<file path="config.mk">
export PLATFORM = sky130hd
export DESIGN_NAME = load_store_unit
export DESIGN_NICKNAME = d
export VERILOG_FILES = /design/src/rtl/load_store_unit.sv
export SDC_FILE = /design/constraint.sdc
export NUM_CORES = 1
export LEC_CHECK = 0
export CELL_PAD_IN_SITES_DETAIL_PLACEMENT = 0
export CELL_PAD_IN_SITES_GLOBAL_PLACEMENT = 1
export CORE_MARGIN = 2
export CORE_UTILIZATION = 25
export DETAILED_ROUTE_END_ITERATION = 7
export PLACE_DENSITY = 0.63
export SYNTH_ARGS = -nofsm -noshare
export SYNTH_HDL_FRONTEND = slang
export SYNTH_SLANG_ARGS = --single-unit
</file>
<file path="constraint.sdc">
create_clock -name clock -period 3.2 [get_ports clock]
set_input_delay 0.64 -clock clock [delete_from_list [all_inputs] [get_ports clock]]
set_output_delay 0.64 -clock clock [all_outputs]
set_load 0.01 [all_outputs]
</file>
<file path="src/rtl/load_store_unit.sv">
// load_store_unit
// Initiator side of the data-memory port. Takes one CPU load/store request
// at a time and sequences a word-addressed memory whose read data arrives
// one cycle after the read strobe. Byte and half-word stores use a
// read-modify-write of the containing word. Byte and half-word loads pick
// out the addressed lane and sign- or zero-extend it. Misaligned, illegal-size
// and out-of-range requests are answered with an error and never reach memory.

module load_store_unit #(
    parameter int DEPTH = 1024
) (
    input  logic        clock,
    input  logic        reset,

    input  logic        req_valid,
    output logic        req_ready,
    input  logic        req_write,
    input  logic [1:0]  req_size,
    input  logic        req_unsigned,
    input  logic [31:0] req_addr,
    input  logic [31:0] req_wdata,

    output logic        resp_valid,
    output logic        resp_error,
    output logic [31:0] resp_rdata,

    output logic [31:0] mem_address,
    output logic [31:0] mem_write_data,
    output logic        mem_write,
    output logic        mem_read,
    input  logic [31:0] mem_read_data
);

    localparam logic [1:0]  SIZE_BYTE   = 2'b00;
    localparam logic [1:0]  SIZE_HALF   = 2'b01;
    localparam logic [1:0]  SIZE_WORD   = 2'b10;
    localparam logic [1:0]  SIZE_ILLEGAL = 2'b11;
    localparam logic [31:0] DEPTH_WORDS = 32'(DEPTH);

    typedef enum logic [2:0] {
        S_IDLE,
        S_READ,
        S_RD_WAIT,
        S_WRITE,
        S_RESP
    } state_t;

    state_t      state;

    // Request fields kept for the life of one transaction. Only the parts
    // needed after acceptance are held: the byte lane, the size, the
    // extension mode and the low half of the store data for merging.
    logic        lat_write;
    logic [1:0]  lat_size;
    logic        lat_unsigned;
    logic [1:0]  lat_lane;
    logic [15:0] lat_wdata;

    logic        ready_reg;
    logic        rd_strobe;
    logic        wr_strobe;

    logic        req_bad;
    logic        req_accept;
    logic [7:0]  lane_byte;
    logic [15:0] lane_half;
    logic [31:0] load_value;
    logic [31:0] merged_word;

    assign req_accept = req_valid & ready_reg;
    assign req_ready  = ready_reg;

    // Strobes are cut off for the whole reset-high cycle so an abort can
    // never leak a read or a partial write into memory.
    assign mem_read   = rd_strobe & ~reset;
    assign mem_write  = wr_strobe & ~reset;

    // Decide at acceptance whether the request may touch memory at all.
    always_comb begin
        req_bad = 1'b0;
        if (req_size == SIZE_ILLEGAL) begin
            req_bad = 1'b1;
        end
        if ((req_size == SIZE_HALF) && req_addr[0]) begin
            req_bad = 1'b1;
        end
        if ((req_size == SIZE_WORD) && (req_addr[1:0] != 2'b00)) begin
            req_bad = 1'b1;
        end
        if ({2'b00, req_addr[31:2]} >= DEPTH_WORDS) begin
            req_bad = 1'b1;
        end
    end

    // Pick the addressed lane out of the returned word and extend it for loads.
    always_comb begin
        lane_byte  = mem_read_data[7:0];
        case (lat_lane)
            2'd0:    lane_byte = mem_read_data[7:0];
            2'd1:    lane_byte = mem_read_data[15:8];
            2'd2:    lane_byte = mem_read_data[23:16];
            default: lane_byte = mem_read_data[31:24];
        endcase
        lane_half  = lat_lane[1] ? mem_read_data[31:16] : mem_read_data[15:0];
        load_value = mem_read_data;
        case (lat_size)
            SIZE_BYTE: load_value = lat_unsigned ? {24'h000000, lane_byte}
                                                 : {{24{lane_byte[7]}}, lane_byte};
            SIZE_HALF: load_value = lat_unsigned ? {16'h0000, lane_half}
                                                 : {{16{lane_half[15]}}, lane_half};
            default:   load_value = mem_read_data;
        endcase
    end

    // Splice the store data into the addressed lane of the word just read,
    // leaving every other byte exactly as memory returned it.
    always_comb begin
        merged_word = mem_read_data;
        if (lat_size == SIZE_BYTE) begin
            case (lat_lane)
                2'd0:    merged_word[7:0]   = lat_wdata[7:0];
                2'd1:    merged_word[15:8]  = lat_wdata[7:0];
                2'd2:    merged_word[23:16] = lat_wdata[7:0];
                default: merged_word[31:24] = lat_wdata[7:0];
            endcase
        end else if (lat_lane[1]) begin
            merged_word[31:16] = lat_wdata;
        end else begin
            merged_word[15:0]  = lat_wdata;
        end
    end

    // Transaction sequencer: every output it drives is a register that is
    // loaded on the transition into the state where it must be seen.
    always_ff @(posedge clock) begin
        if (reset) begin
            state          <= S_IDLE;
            ready_reg      <= 1'b1;
            rd_strobe      <= 1'b0;
            wr_strobe      <= 1'b0;
            resp_valid     <= 1'b0;
            resp_error     <= 1'b0;
            resp_rdata     <= 32'h0000_0000;
            mem_address    <= 32'h0000_0000;
            mem_write_data <= 32'h0000_0000;
            lat_write      <= 1'b0;
            lat_size       <= SIZE_BYTE;
            lat_unsigned   <= 1'b0;
            lat_lane       <= 2'b00;
            lat_wdata      <= 16'h0000;
        end else begin
            rd_strobe  <= 1'b0;
            wr_strobe  <= 1'b0;
            resp_valid <= 1'b0;
            resp_error <= 1'b0;
            case (state)
                S_IDLE: begin
                    if (req_accept) begin
                        ready_reg    <= 1'b0;
                        lat_write    <= req_write;
                        lat_size     <= req_size;
                        lat_unsigned <= req_unsigned;
                        lat_lane     <= req_addr[1:0];
                        lat_wdata    <= req_wdata[15:0];
                        mem_address  <= {2'b00, req_addr[31:2]};
                        resp_rdata   <= 32'h0000_0000;
                        if (req_bad) begin
                            resp_valid <= 1'b1;
                            resp_error <= 1'b1;
                            state      <= S_RESP;
                        end else if (req_write && (req_size == SIZE_WORD)) begin
                            mem_write_data <= req_wdata;
                            wr_strobe      <= 1'b1;
                            state          <= S_WRITE;
                        end else begin
                            rd_strobe <= 1'b1;
                            state     <= S_READ;
                        end
                    end
                end
                S_READ: begin
                    state <= S_RD_WAIT;
                end
                S_RD_WAIT: begin
                    if (lat_write) begin
                        mem_write_data <= merged_word;
                        wr_strobe      <= 1'b1;
                        state          <= S_WRITE;
                    end else begin
                        resp_rdata <= load_value;
                        resp_valid <= 1'b1;
                        state      <= S_RESP;
                    end
                end
                S_WRITE: begin
                    resp_valid <= 1'b1;
                    state      <= S_RESP;
                end
                S_RESP: begin
                    ready_reg <= 1'b1;
                    state     <= S_IDLE;
                end
                default: begin
                    ready_reg <= 1'b1;
                    state     <= S_IDLE;
                end
            endcase
        end
    end

endmodule
</file>
==> flow_summary.toml, run 1 <==
[run_status]
status = "complete, no violations"

[floorplan]
initial_core_util = 0.2549
die_w_um = 158.7
core_area_sq_um = 23470
die_area_sq_um = 25190
die_h_um = 158.7
io_pins = 204
num_rows = 56

[placement]
finalWeightedCongestion = 0.7797
placed_cell_area_sq_um = 8337
detailedPlacementHpwl_um = 16180
dp.cells = 1213
io_buffers = 201

[synthesis]
ys.flop_type = "dfxtp_1"
synthCells = 729
ys_seq_elements = 124
synth.cell_area_sq_um = 5983
synth.distinct_cells = 46
synth.avg_cell_area_sq_um = 8.207
synthArstFlopShare = 0
yosys_warnings = 0
seq_area_frac_synth = 0.4149
synth_edf_count = 0

[power_and_ir_drop]
power_density_nw_per_um2 = 467.8
peakVddDrop_mv = 0.3516
leakage_uw = 0.003616

[setup_path]
cp_cell_sequence = "clkdlybuf4s50_1 -> nor4_1 -> nand3_1 -> nor3_1 -> a31oi_4 -> buf_4 -> mux2i_1"
cp.arrival_ns = 2.82
worstSetupPathType = "primary input to flip-flop"
endpoint_kind = "flip-flop"
slowest_delay_ns = 0.43
crit_buf_inv = 2
critPathRequiredTime_ns = 3.49
start_kind = "primary input"
critPathTopFamily = "simple AND/OR/NAND/NOR gates"
crit_cells = 7
critPathMaxFanout = 18
crit_slowest_cell = "nor4_1"
reg2reg_depth = 5

[grt]
grt_pass1_vias = 5721
antenna_found_initial = 1
grt_pass1_wl_um = 34040
track_usage = 0.1742
gr-total-overflow = 0
grt_max_degree = 49

[clock_tree]
cts_setup_buffers = 0
clkLatencyLatePin_ns = 0.42
clk_transition_reported_paths_ns = 0.05
cts_resized = 0
clockRootBuffer = "clkbuf_16"
cts_made_buffers = 17
cts_tree = "yes"
h-tree-depth = 4
ctsHoldBuffers = 0
cts_sinks = 124
clockBufferDepth = 2

[timing]
tightest_slew_ns = 0.6948
fin_skew_ns = 0.007894
tns_ns = 0
slew_headroom = 0.5361
setup_viol = 0
hold_viol = 0
clock.fmax_ghz = 0.3949
drv_slew = 0
rsz0062_at_grt = "false"
period_needed_ns = 2.532
min_period_over_period = 0.7914
hold_slack_ns = 0.4472

[routing]
drt_iter0_drc = 302
vias = 5801
via_per_inst = 4.663
route.detailed.drc = 0
wirelength_um = 21890
first_pass_iters = 7
wl_per_cell_um = 17.59
antenna_left = 0

[finish]
area_growth_pct = 49.33
design_area_sq_um = 8935
instances_no_fill = 1244
antenna_cells = 0
fin_nets = 1016
final_util = 0.3807
final_layout_size_suffix_gt1_frac = 0.08649

[hold_path]
hold_depth = 2
hold_path_class = "flip-flop to flip-flop"

[job]
maxCapViolCount = 0
==> worst reg2reg max path: stages (launching register included) <==
cell and delay, ns:
dfxtp_1 0.51, or3b_1 0.40, nor2_1 0.16, a31oi_4 0.42, buf_4 0.42, mux2i_1 0.24
==> where the power goes <==
part           total, uW  internal [uW]  switching [uW]
logic                568            279             290
registers           1640           1590            53.1
clock network       1970           1260             705
total               4180           3130            1050
==> kinds of logic after synthesis <==
logic type             after synthesis  synth area share
buffers and inverters               67           0.04893
muxes                               81            0.1439
and+or+nand+nor                    255            0.1867
other                                1         0.0006268
DFF                                124            0.4149
AOI/OAI and AO/OA                  201            0.2049
==> worst paths after layout <==
check / from / end / slack, ns
worst min register to register: resp_rdata[21] / resp_rdata[21] / 0.45
worst max-delay path: req_addr[24] / mem_write_data[1] / 0.67
worst max register to register: state[2] / mem_write_data[6] / 0.98
worst min-delay path: resp_rdata[21] / resp_rdata[21] / 0.45
==> area by class of cell <==
class / instances / area [sq um]
fill: 2429 / 14540
multi-input combinational: 539 / 3247
timing repair buffer: 221 / 2170
clock inverter: 6 / 82.58
clock buffer: 25 / 515.5
tap: 319 / 399.1
inverter: 10 / 37.54
sequential: 124 / 2484
==> cell usage in the layout, fill, tap and decap left out, types with 7 or more instances in the layout <==
master	synthesis	routed
nor4_1	9	8
clkbuf_16	0	17
inv_1	10	10
mux2i_1	62	62
nand2_1	173	173
and2_1	8	8
a21o_1	18	18
mux2_2	13	13
a21oi_1	81	81
nor2_1	28	27
o21ai_0	53	53
buf_4	4	19
dfxtp_1	124	123
a211oi_1	12	12
a211o_1	9	9
o221ai_1	7	7
clkdlybuf4s50_1	0	200
nor2b_1	19	19
==> Yosys cell counts, types with 2 or more instances <==
cell       instances  area share
a211o_1            9       0.013
a211oi_1          12       0.015
a21o_1            18       0.023
a21oi_1           81       0.068
a222oi_1           6       0.010
a2bb2oi_1          6      0.0088
and2_1             8      0.0084
and3_1             2      0.0021
buf_1              5      0.0031
buf_2              9      0.0075
buf_4              4      0.0050
buf_6              2      0.0038
clkbuf_1          37       0.023
dfxtp_1          124        0.41
inv_1             10      0.0063
mux2_2            13       0.024
mux2_4             4       0.010
mux2i_1           62        0.10
nand2_1          173        0.11
nand2b_1           4      0.0042
nor2_1            28       0.018
nor2b_1           19       0.020
nor3_1             3      0.0025
nor4_1             9      0.0094
o21a_1             2      0.0025
o21ai_0           53       0.044
o221ai_1           7       0.010
==> state kept, by name, summed over array words and instances, names as in the netlist, 2 cells and up <==
register,flops
mem_write_data,32
resp_rdata,32
mem_address,30
lat_wdata,16
state,3
lat_lane,2
lat_size,2
==> per-layer routing <==
metal | part of all wire | routed length (um) | vias to the layer above | GRT usage
li1 | - | - | 2907 | -
met1 | 0.47 | 10220 | 2677 | 0.2280
met2 | 0.44 | 9657 | 191 | 0.2678
met3 | 0.075 | 1639 | 24 | 0.06426
met4 | 0.016 | 358 | 2 | 0.05046
met5 | 0.00059 | 13 | - | 0
==> metrics by stage <==
| step | total power, uW | setup WS [ns] |
|---|---|---|
| 2_1_floorplan | 1936 | 1.166 |
| 3_5_place_dp | 2246 | 0.1602 |
| 3_3_place_gp | 2248 | 0.1720 |
| 5_1_grt | 4361 | 0.4883 |
| 6_report | 4180 | 0.6677 |
| 4_1_cts | 4229 | 0.6063 |
Note: power is estimated with default switching activity, not from simulation.
==> run 2, diff against run 1 <==
==> constraint.sdc (replaced) <==
create_clock -name clock -period 2.5 [get_ports clock]
set_input_delay 0.5 -clock clock [delete_from_list [all_inputs] [get_ports clock]]
set_output_delay 0.5 -clock clock [all_outputs]
set_load 0.01 [all_outputs]
==> flow_summary.toml, run 2 (synthesized netlist as in run 1, its figures left out) <==
[setup_path]
reg2reg_depth = 5
critPathRequiredTime_ns = 2.78
path_common_cell = "buf_4"
start_kind = "primary input"
cp.arrival_ns = 2.60
crit_cells = 9
critPathMaxFanout = 10
slowest_delay_ns = 0.42
crit_slowest_cell = "clkdlybuf4s50_1"
critPathTopFamily = "buffers and inverters"
cp_cell_sequence = "clkdlybuf4s50_1 -> nor4_1 -> buf_4 -> nand3_1 -> nor3_1 -> buf_4 -> a31oi_4 -> buf_4 -> mux2i_1"
crit_buf_inv = 4
endpoint_kind = "flip-flop"
worstSetupPathType = "primary input to flip-flop"

[job]
maxCapViolCount = 0

[routing]
first_pass_iters = 5
drt_iter0_drc = 333
wirelength_um = 22160
via_per_inst = 4.704
route.detailed.drc = 0
wl_per_cell_um = 17.59
antenna_left = 0
vias = 5927

[clock_tree]
clockRootBuffer = "clkbuf_16"
cts_resized = 0
clockBufferDepth = 2
cts_tree = "yes"
cts_made_buffers = 17
ctsHoldBuffers = 0
clkLatencyLatePin_ns = 0.42
h-tree-depth = 4
cts_sinks = 124
cts_setup_buffers = 0
clk_transition_reported_paths_ns = 0.06

[floorplan]
initial_core_util = 0.2549
die_area_sq_um = 25190
die_w_um = 158.7
core_area_sq_um = 23470
num_rows = 56
die_h_um = 158.7
io_pins = 204

[power_and_ir_drop]
leakage_uw = 0.003716
power.total_uw = 5496
peakVddDrop_mv = 0.4178
power_density_nw_per_um2 = 604.6

[grt]
track_usage = 0.1722
antenna_found_initial = 1
grt_pass1_vias = 5706
grt_pass1_wl_um = 33880
grt_max_degree = 41
gr-total-overflow = 0

[timing]
min_period_over_period = 0.9252
drv_slew = 0
slew_headroom = 0.2847
clock.fmax_ghz = 0.4323
hold_viol = 0
fin_skew_ns = 0.01089
tightest_slew_ns = 1.063
period_needed_ns = 2.313
rsz0062_at_grt = "false"
finalWorstSetupSlack_ns = 0.1869
setup_viol = 0

[finish]
design_area_sq_um = 9091
layout_commonest_cell = "clkdlybuf4s50_1"
fin_nets = 1033
most-common-layout-cells = "clkdlybuf4s50_1 (200), nand2_1 (173), dfxtp_1 (123)"
instances_no_fill = 1260
largestRegisters = "mem_write_data (32), resp_rdata (32), mem_address (30)"
fillerInstances = 2416
antenna_cells = 0
area_growth_pct = 51.94
final_layout_size_suffix_gt1_frac = 0.1020

[placement]
detailedPlacementHpwl_um = 16420
placed_cell_area_sq_um = 8477
dp.cells = 1230
place_ws_ns = -0.2538
io_buffers = 201
finalWeightedCongestion = 0.7924

[hold_path]
hold_path_class = "flip-flop to flip-flop"
hold_depth = 2

[run_status]
status = "complete, no violations"
-- run 2: area by class of cell --
cell class,count,area [sq um],share of cell area
inverter,10,37.54,0.004129
tap,319,399.1,0.04390
clock buffer,22,474.2,0.05216
multi-input combinational,539,3247,0.3571
sequential,124,2484,0.2732
timing repair buffer,238,2310,0.2541
clock inverter,8,140.1,0.01541
-- run 2: metal layers --
metal	vias up	wire length, um	GRT usage
li1	2934	-	-
met1	2763	10400	0.2309
met2	207	9808	0.2640
met3	21	1604	0.05747
met4	2	331	0.04671
met5	-	13	0
-- run 2: power breakdown --
| group | switching (uW) | leakage (uW) | internal (uW) | total (uW) |
|---|---|---|---|---|
| sequential | 58.7 | 0.00101 | 2040 | 2090 |
| combinational | 391 | 0.00240 | 376 | 767 |
| clock | 904 | 0.000306 | 1730 | 2630 |
-- run 2: final timing paths --
| path | startpoint | end | slack (ns) |
|---|---|---|---|
| worst max register to register | lat_size[0] | resp_rdata[6] | 0.27 |
| worst min register to register | resp_rdata[22] | resp_rdata[22] | 0.45 |
| worst max-delay path | req_addr[24] | mem_write_data[8] | 0.19 |
| worst min-delay path | resp_rdata[22] | resp_rdata[22] | 0.45 |
-- run 2: per-stage QoR --
| stage | TNS, ns | utilization | hold WS, ns |
|---|---|---|---|
| finish | 0 | 0.3873 | 0.4485 |
| global route | 0 | 0.3873 | 0.4700 |
| detailed placement | -7.436 | 0.3611 | 0.4421 |
| floorplan | 0 | - | 0.4477 |
| CTS | 0 | 0.3873 | 0.4550 |
| global placement | -8.600 | 0.3611 | 0.4344 |
-- run 2: worst reg2reg max path: stages, from the launching register on --
cell	delay (ns)
dfxtp_1	0.51
nor2b_1	0.70
nor2_1	0.12
nor2_1	0.41
o221ai_1	0.25
a21oi_1	0.17
==> run 3, diff against run 2 <==
--- a/config.mk
+++ b/config.mk
@@ -5,12 +5,14 @@
 export SDC_FILE = /design/constraint.sdc
 export NUM_CORES = 1
 export LEC_CHECK = 0
+export ABC_AREA = 1
 export CELL_PAD_IN_SITES_DETAIL_PLACEMENT = 0
 export CELL_PAD_IN_SITES_GLOBAL_PLACEMENT = 1
 export CORE_MARGIN = 2
 export CORE_UTILIZATION = 25
 export DETAILED_ROUTE_END_ITERATION = 7
-export PLACE_DENSITY = 0.63
+export GPL_ROUTABILITY_DRIVEN = 0
+export PLACE_DENSITY = 0.64
 export SYNTH_ARGS = -nofsm -noshare
 export SYNTH_HDL_FRONTEND = slang
 export SYNTH_SLANG_ARGS = --single-unit
==> flow_summary.toml, run 3 <==
[synthesis]
synthCells = 1004
synth.area.mux_share = 0
synth_top_area_share = 0.3738
synth.distinct_cells = 32
synth_fa_ha_area_frac = 0
synth_top_cells_by_area = "dfxtp_1 (37%), nand2_1 (14%), a21oi_1 (9.3%)"
synth_edf_count = 0
ys_seq_elements = 124
seq_area_frac_synth = 0.3738
yosys-top-cells-count = "nand2_1 (248), nor2_1 (128), dfxtp_1 (124)"
ys.flop_type = "dfxtp_1"
synth-simple-area-share = 0.2811
synth.cell_area_sq_um = 6641
synth-compound-area-share = 0.2494
yosysMostFrequentCell = "nand2_1"
synth_top_family_by_area = "simple AND/OR/NAND/NOR gates"
synth_area_leader_cell = "dfxtp_1"
synthArstFlopShare = 0
synth-xor-area-share = 0
yosys_warnings = 0
synth.avg_cell_area_sq_um = 6.615

[routing]
antenna_left = 0
route.met2.wl_um = 12600
met1_length_um = 11190
vias = 7147
maxUsedRoutingLayer = "met5"
wl_per_cell_um = 17.00
via_per_inst = 4.683
route.detailed.drc = 0
wl_met3_um = 1866
first_pass_iters = 5
wirelength_um = 25940
drt_iter0_drc = 577

[grt]
grt_pass1_wl_um = 39160
gr-total-overflow = 0
antenna_found_initial = 4
track_usage = 0.1810
grt_max_degree = 50
grt_pass1_vias = 6927

[hold_path]
hp-start = "resp_rdata[17]"
hold_depth = 2
hold_path_class = "flip-flop to flip-flop"
hold_end = "resp_rdata[17]"

[floorplan]
die_w_um = 167.0
die_area_sq_um = 27890
io_pins = 204
initial_core_util = 0.2549
num_rows = 59
die_h_um = 167.0
core_area_sq_um = 26060

[placement]
io_buffers = 201
detailedPlacementHpwl_um = 19140
placed_cell_area_sq_um = 8962
place_ws_ns = 0.1914

[setup_path]
cp_cell_sequence = "clkdlybuf4s50_1 -> buf_4 -> nor2_1 -> clkdlybuf4s50_1"
worstSetupPathType = "primary input to output port"
slowest_delay_ns = 0.58
r2r_end = "mem_write_data[15]"
endpoint_kind = "output port"
reg2reg_depth = 10
crit_buf_inv = 3
path_common_cell = "clkdlybuf4s50_1"
start_kind = "primary input"
r2r_start = "lat_lane[1]"
r2r_slack_ns = 0.49
critPathMaxFanout = 3
critPathTopFamily = "buffers and inverters"
cp.arrival_ns = 1.80
crit_slowest_cell = "clkdlybuf4s50_1"
critPathRequiredTime_ns = 2.00

[timing]
hold_slack_ns = 0.4609
drv_slew = 0
min_period_over_period = 0.9195
finalWorstSetupSlack_ns = 0.2012
clock.fmax_ghz = 0.4350
hold_viol = 0
rsz0062_at_grt = "false"
tightest_slew_ns = 0.6165
period_needed_ns = 2.299
fin_skew_ns = 0.01027
slew_headroom = 0.5886
setup_viol = 0
tns_ns = 0

[clock_tree]
cts_tree = "yes"
cts_sinks = 124
cts_setup_buffers = 0
clockRootBuffer = "clkbuf_16"
h-tree-depth = 4
cts_made_buffers = 17
clk_transition_reported_paths_ns = 0.06
clockBufferDepth = 2
ctsHoldBuffers = 0
cts_resized = 0
clkLatencyLatePin_ns = 0.43

[run_status]
status = "complete, no violations"

[finish]
largestRegisters = "mem_write_data (32), resp_rdata (32), mem_address (30)"
area_growth_pct = 44.16
design_area_sq_um = 9574
final_layout_size_suffix_gt1_frac = 0.07815
layout_commonest_cell = "nand2_1"
fin_nets = 1280
most-common-layout-cells = "nand2_1 (248), clkdlybuf4s50_1 (201), nor2_1 (127)"

[power_and_ir_drop]
peakVddDrop_mv = 0.3399
power_density_nw_per_um2 = 607.0
leakage_uw = 0.003845
power.total_uw = 5812

[job]
maxCapViolCount = 0
==> run 3: cell types whose count changed after synthesis, sizes merged, moves of 34 or more <==
| cell | delta |
|---|---|
| o21ai | +71 |
| inv | +50 |
| nor2 | +105 |
| a21oi | +48 |
| o211ai | +34 |
| nand2 | +81 |
| mux2i | -62 |
==> run 3: worst max-delay path by stage <==
stage,startpoint,end,slack (ns),depth (start not counted)
after global routing,reset,mem_read,0.12,4
after floorplan,req_addr[31],mem_write_data[12],0.90,11
after detailed placement,reset,mem_read,0.19,4
after global placement,reset,mem_read,0.18,4
after CTS,reset,mem_read,0.17,4
final,reset,mem_read,0.20,4
==> run 3: kinds of logic after synthesis <==
logic type             after synthesis
other                                1
DFF                                124
AOI/OAI and AO/OA                  300
and+or+nand+nor                    443
buffers and inverters              136
==> run 3: worst min-delay path, cell delays in order, from the launching register on <==
cell,delay [ns]
dfxtp_1,0.31
nand2_1,0.06
a21oi_1,0.05
==> run 3: layer usage <==
layer | global-route usage | up-vias
met5 | 0 | -
met4 | 0.03823 | 6
met3 | 0.06084 | 19
met2 | 0.3097 | 190
met1 | 0.2208 | 3274
li1 | - | 3658
==> run 3: final cells by class <==
cell class                 count  area [sq um]
antenna                        1         2.502
clock buffer                  18         439.2
clock inverter                14         170.2
fill                        2840         16480
inverter                      61         236.5
multi-input combinational    745          3533
sequential                   124          2484
tap                          335         419.2
timing repair buffer         228          2290
==> run 3: through the flow <==
| stage | std cells | util |
|---|---|---|
| CTS | 1525 | 0.3673 |
| global route | 1525 | 0.3673 |
| global placement | 1493 | 0.3439 |
| floorplan | 1005 | - |
| finish | 1526 | 0.3674 |
| detailed placement | 1493 | 0.3439 |
==> run 3: power breakdown <==
group	internal (uW)	leakage [uW]	total, uW	switching, uW
clock network	1600	0.000288	2600	1010
registers	2060	0.00101	2140	80.5
logic	452	0.00255	1070	615
